## src/rtl/instr_boot_loader.sv

```systemverilog
// instr_boot_loader
// Receives a program over a byte stream (16-bit little-endian word-count
// header, then little-endian program bytes). Writes it into instruction memory
// one word at a time, and releases the CPU from reset only after a complete,
// valid load. Every output is either a register or a decode of the state.

module instr_boot_loader #(
  parameter int ADDR_W = 10
) (
  input  logic              i_clk,
  input  logic              i_rst,
  input  logic              i_start,
  input  logic              i_in_valid,
  input  logic [7:0]        i_in_data,
  output logic              o_in_ready,
  output logic              o_mem_we,
  output logic [ADDR_W-1:0] o_mem_addr,
  output logic [31:0]       o_mem_wdata,
  output logic              o_cpu_rst,
  output logic              o_busy,
  output logic              o_done,
  output logic              o_err,
  output logic [ADDR_W-2:0] o_words_loaded
);

  // One extra bit above the word address, so the count can reach MAX_WORDS
  // without wrapping.
  localparam int WC_W = ADDR_W - 1;
  localparam logic [16:0] MAX_WORDS = 17'(1) << (ADDR_W - 2);

  typedef enum logic [2:0] {
    S_IDLE,
    S_HDR0,
    S_HDR1,
    S_DATA,
    S_WRITE,
    S_DONE,
    S_ERR
  } state_t;

  state_t          r_state;
  state_t          w_next;
  logic [15:0]     r_len;
  logic [1:0]      r_byte_idx;
  logic [WC_W-1:0] r_word_idx;
  logic [31:0]     r_wdata;

  logic            w_xfer;
  logic [15:0]     w_len_full;
  logic            w_last_word;

  // In HDR1, the length decision must include the high byte that is arriving
  // in this same cycle.
  assign w_len_full  = {i_in_data, r_len[7:0]};
  assign w_last_word = ((16'(r_word_idx) + 16'd1) == r_len);
  assign w_xfer      = i_in_valid & o_in_ready;

  assign o_mem_addr     = {r_word_idx[ADDR_W-3:0], 2'b00};
  assign o_mem_wdata    = r_wdata;
  assign o_words_loaded = r_word_idx;

  // State register; reset aborts any load in progress.
  always_ff @(posedge i_clk) begin
    if (i_rst) r_state <= S_IDLE;
    else       r_state <= w_next;
  end

  // Next-state and Moore output decode.
  always_comb begin
    w_next     = r_state;
    o_in_ready = 1'b0;
    o_mem_we   = 1'b0;
    o_cpu_rst  = 1'b1;
    o_busy     = 1'b0;
    o_done     = 1'b0;
    o_err      = 1'b0;
    unique case (r_state)
      S_IDLE: begin
        if (i_start) w_next = S_HDR0;
      end
      S_HDR0: begin
        o_in_ready = 1'b1;
        o_busy     = 1'b1;
        if (i_in_valid) w_next = S_HDR1;
      end
      S_HDR1: begin
        o_in_ready = 1'b1;
        o_busy     = 1'b1;
        if (i_in_valid) begin
          if (w_len_full == 16'd0)                   w_next = S_DONE;
          else if ({1'b0, w_len_full} > MAX_WORDS)   w_next = S_ERR;
          else                                       w_next = S_DATA;
        end
      end
      S_DATA: begin
        o_in_ready = 1'b1;
        o_busy     = 1'b1;
        if (i_in_valid && (r_byte_idx == 2'd3)) w_next = S_WRITE;
      end
      S_WRITE: begin
        o_mem_we = 1'b1;
        o_busy   = 1'b1;
        w_next   = w_last_word ? S_DONE : S_DATA;
      end
      S_DONE: begin
        o_done    = 1'b1;
        o_cpu_rst = 1'b0;
      end
      S_ERR: begin
        o_err = 1'b1;
      end
      default: w_next = S_IDLE;
    endcase
  end

  // Header latch, byte-lane assembly and word counting.
  always_ff @(posedge i_clk) begin
    if (i_rst) begin
      r_len      <= '0;
      r_byte_idx <= '0;
      r_word_idx <= '0;
      r_wdata    <= '0;
    end else begin
      unique case (r_state)
        S_IDLE: begin
          if (i_start) begin
            r_word_idx <= '0;
            r_byte_idx <= '0;
          end
        end
        S_HDR0: begin
          if (w_xfer) r_len[7:0] <= i_in_data;
        end
        S_HDR1: begin
          if (w_xfer) begin
            r_len[15:8] <= i_in_data;
            r_byte_idx  <= '0;
          end
        end
        S_DATA: begin
          if (w_xfer) begin
            r_wdata[{r_byte_idx, 3'b000} +: 8] <= i_in_data;
            r_byte_idx <= r_byte_idx + 2'd1;
          end
        end
        S_WRITE: begin
          r_word_idx <= r_word_idx + 1'b1;
          r_byte_idx <= '0;
        end
        default: ;
      endcase
    end
  end

endmodule

```

## config.mk

```make
export PLATFORM = sky130hd
export DESIGN_NAME = instr_boot_loader
export DESIGN_NICKNAME = d
export VERILOG_FILES = /design/src/rtl/instr_boot_loader.sv
export SDC_FILE = /design/constraint.sdc
export NUM_CORES = 1
export LEC_CHECK = 0
export BUFFER_PORTS_ARGS = -buffer_cell sky130_fd_sc_hd__buf_4
export CORE_MARGIN = 2
export CORE_UTILIZATION = 30
export DETAILED_ROUTE_END_ITERATION = 12
export PLACE_DENSITY = 0.5
export SLEW_MARGIN = 20
export SYNTH_ARGS = -nofsm -noshare
export SYNTH_HDL_FRONTEND = slang
export SYNTH_SLANG_ARGS = --single-unit
```

## constraint.sdc

```tcl
create_clock -name i_clk -period 1.6 [get_ports i_clk]
set_input_delay 0.08 -clock i_clk [delete_from_list [all_inputs] [get_ports i_clk]]
set_output_delay 0.08 -clock i_clk [all_outputs]
set_load 0.02 [all_outputs]
```

==> metrics.txt <==
clock root cell=clkbuf_8; simple-gate area share of the yosys netlist=0.284; top cell type's share of synthesized area=0.413; kind of critical path=register to register; GR Layer Usage met3=0.0338; Ports=69; critical-path maximum fanout=3; Power, Total=4550 uW; clock network power share=0.307; cell count after synthesis=383; die extent in y=104 um; pwr/cell area=1070 nW/um^2; Max VDD drop=0.442 mV; layout cells sized above 1=0.365; Initial DRC Count=just under 100; Placer Congestion=approximately 0.83; worst endpoint data arrival time=1.94 ns; Psw=1500 uW; Synth Warn #=0; first-pass GRT wire length=13,700 um; distinct cell type count after synthesis=48; Netlist Area Pre-Place=3000 sq um; area delta synth->final=41.1%; CP endpoint kind=register; vias after detailed routing=roughly 3,000; setup ws final=-0.102 ns; clk_lat worst skew=about 0.34 ns; Rows=36; max incr delay on CP=0.34 ns; design area=between 4000 and 5000 sq um; largest net degree at the start of global routing=44; Synth Area in XOR/XNOR=0.0408; end of the critical path=r_state[2]; Clock Pin Slew Worst Setup and Hold Paths=0.08 ns; Max Freq=about 0.59 GHz; period utilization=1.06; grt met2 use=0.273; total CTS buffers=9; Lkg Pwr=0.00174 uW; H-tree lvl count=3; Post-Place Cell Area=3950 sq um; worst path required time=1.84 ns; Die Area=10,800 sq um; reg2reg path depth=6; Setup-failing EPs final=2; CP Launch Type=register; met1 Use GR=0.195; reg2reg end=r_state[2]; area of the multi-input gates=approximately 1700 sq um; Initial Util=0.309; initial antenna violation count=0; RSZ-0062 raised after global routing=yes; Comb power frac=0.316; register area=1260 sq um; Hold Buf Count CTS=0; dominant cell type by area after synthesis=dfxtp_1; maximum clock insertion buffer count=2; sequential area share after synthesis=0.413; nets@finish=506; HP Class=input pin to register; worst slack, placed=-0.181 ns; Routed WL=8760 um; Cell Int Power=3050 uW; Max-cap violations=0; DR vias/cell=4.82; Seq pwr share=0.377; async set or reset register ratio after synthesis=0; status=finished with violations; average instance area after synthesis=7.84 sq um; Routed wire per std cell=between 10 and 15 um; Post-DP HPWL=between 6000 and 7000 um; cell count along the critical path=6; worst reg2reg setup slack=-0.10 ns; Switching Share=0.330; All-Layer GR Usage=0.159; compound-cell area share of the yosys netlist=0.147; total core area=9730 sq um; DRC viols=0; EDFF count, synth=0; top post-synthesis cells by area=dfxtp_1, a21oi_1, nand2_1, nand3_1, nor2_1; final hold vios=0; Worst path slowest cell=dfxtp_2; failing checks=setup timing; vias in the first global route=2,764; clk sinks=62; Adder-Cell Fraction of Synth Area=0.0250; diodes inserted=0; Port-buffer cells=66; Crit. Startpoint=r_len[3]; final setup skew=0.00922 ns; worst path bufs/invs=0; CTS tree=yes; Final Max Slew Viols=0; gr ovfl total=0; launching point of the worst reg2reg path=r_len[3]; die width=104 um; main flop type after synthesis=dfxtp_1; busiest grt layer=met2; CP cell instances=nor4_4 -> nand2_2 -> xnor2_1 -> or3_1 -> a31o_2 -> a41o_1; post-synthesis mux area share=0.0267; DRT Pass-1 Iters=4; Filler cells=1,026; min cycle time layout=1.70 ns; largest family of logic cells by synthesized area=simple AND/OR/NAND/NOR gates; flops & latches, synth=62; CP top delay family=simple AND/OR/NAND/NOR gates; ANT nets after route=0
layout by cell type, fill, tap and decap left out, drive strengths merged, types with 2 or more instances in the layout:
cell / n
nor4: 4
buf: 124
nor3: 9
nand3b: 3
a21oi: 56
dfxtp: 62
nand4: 6
nor3b: 2
nand3: 35
and2: 5
o21ai: 8
nand2b: 3
nor2: 32
ha: 6
xor2: 4
and3: 4
inv: 8
clkbuf: 9
mux2i: 8
nor2b: 2
xnor2: 10
or4: 2
conb: 2
a21o: 2
a211oi: 2
clkinvlp: 3
or3: 3
nand2: 63
routing by layer:
layer	up-vias	routed length [um]
li1	1524	-
met2	66	4320
met4	0	105
met3	8	450
met5	-	0
met1	1417	3880
tightest hold or removal path, delay by kind of cell:
kind / cells / cell delay, ns
simple gates: 1 / 0.09
compound gates: 1 / 0.06
buf+inv: 1 / 0.13
sequential cells by signal, indices dropped and copies added (netlist names):
signal / count
r_len: 16
r_state: 3
o_mem_wdata: 32
r_byte_idx: 2
o_words_loaded: 9
kinds of logic (layout without fill, tap and decap cells):
family | after synthesis | after routing
simple gates | 177 | 177
buf+inv | 37 | 146
mux | 8 | 8
compound gates | 78 | 78
other cells | 1 | 2
fa+ha+maj | 6 | 6
flops | 62 | 62
xor+xnor | 14 | 14
synth_stat cells, types with 3 or more instances:
library cell / count
nand3_1: 35
nand2_1: 62
inv_1: 5
and3_1: 4
o21ai_0: 8
nor3_1: 8
nand2b_1: 3
nor2_1: 31
nand3b_1: 3
buf_4: 11
clkbuf_1: 12
mux2i_1: 8
nand4_1: 6
and2_1: 5
xnor2_1: 10
or3_1: 3
a21oi_1: 56
buf_2: 7
xor2_1: 4
dfxtp_1: 62
ha_1: 6
how the worst min path moves through the flow:
stage / from / endpoint / slack (ns) / cells past startpoint
after global routing: i_in_valid / r_byte_idx[1] / 0.05 / 3
after CTS: i_in_valid / r_byte_idx[1] / 0.03 / 3
after floorplan: i_in_data[3] / r_len[3] / 0.21 / 2
after detailed placement: i_in_valid / r_byte_idx[1] / 0.40 / 3
final: i_in_valid / r_byte_idx[1] / 0.05 / 3
after global placement: i_in_valid / r_byte_idx[1] / 0.41 / 3
stage by stage:
step                std cells  setup TNS, ns  hold WS (ns)  utilization
CTS                       626         -0.223        0.0273        0.429
floorplan                 384          -3.12         0.208            -
global placement          609         -0.678         0.405        0.405
global route              626         -0.387        0.0507        0.436
detailed placement        609         -0.808         0.398        0.405
finish                    626         -0.162        0.0536        0.436
layout make-up:
cell class	instances	area share
tap	133	0.0393
sequential	62	0.297
timing repair buffer	124	0.220
clock buffer	9	0.0292
multi-input combinational	285	0.392
inverter	6	0.00590
clock inverter	7	0.0171
power by group through the flow:
stage	clock network, uW	registers [uW]	logic (uW)
after floorplan	0	1740	793
after global placement	0	1740	1300
after detailed placement	0	1740	1310
after CTS	1440	1710	1380
after global routing	1500	1730	1570
final	1400	1710	1440
what timing repair did:
action / CTS / global route
setup endpoints to repair: 15 / 38
setup buffers: 1 / 0
resized for setup: 7 / 20
pin swaps: 6 / 2
(Power assumes the default switching activity.)
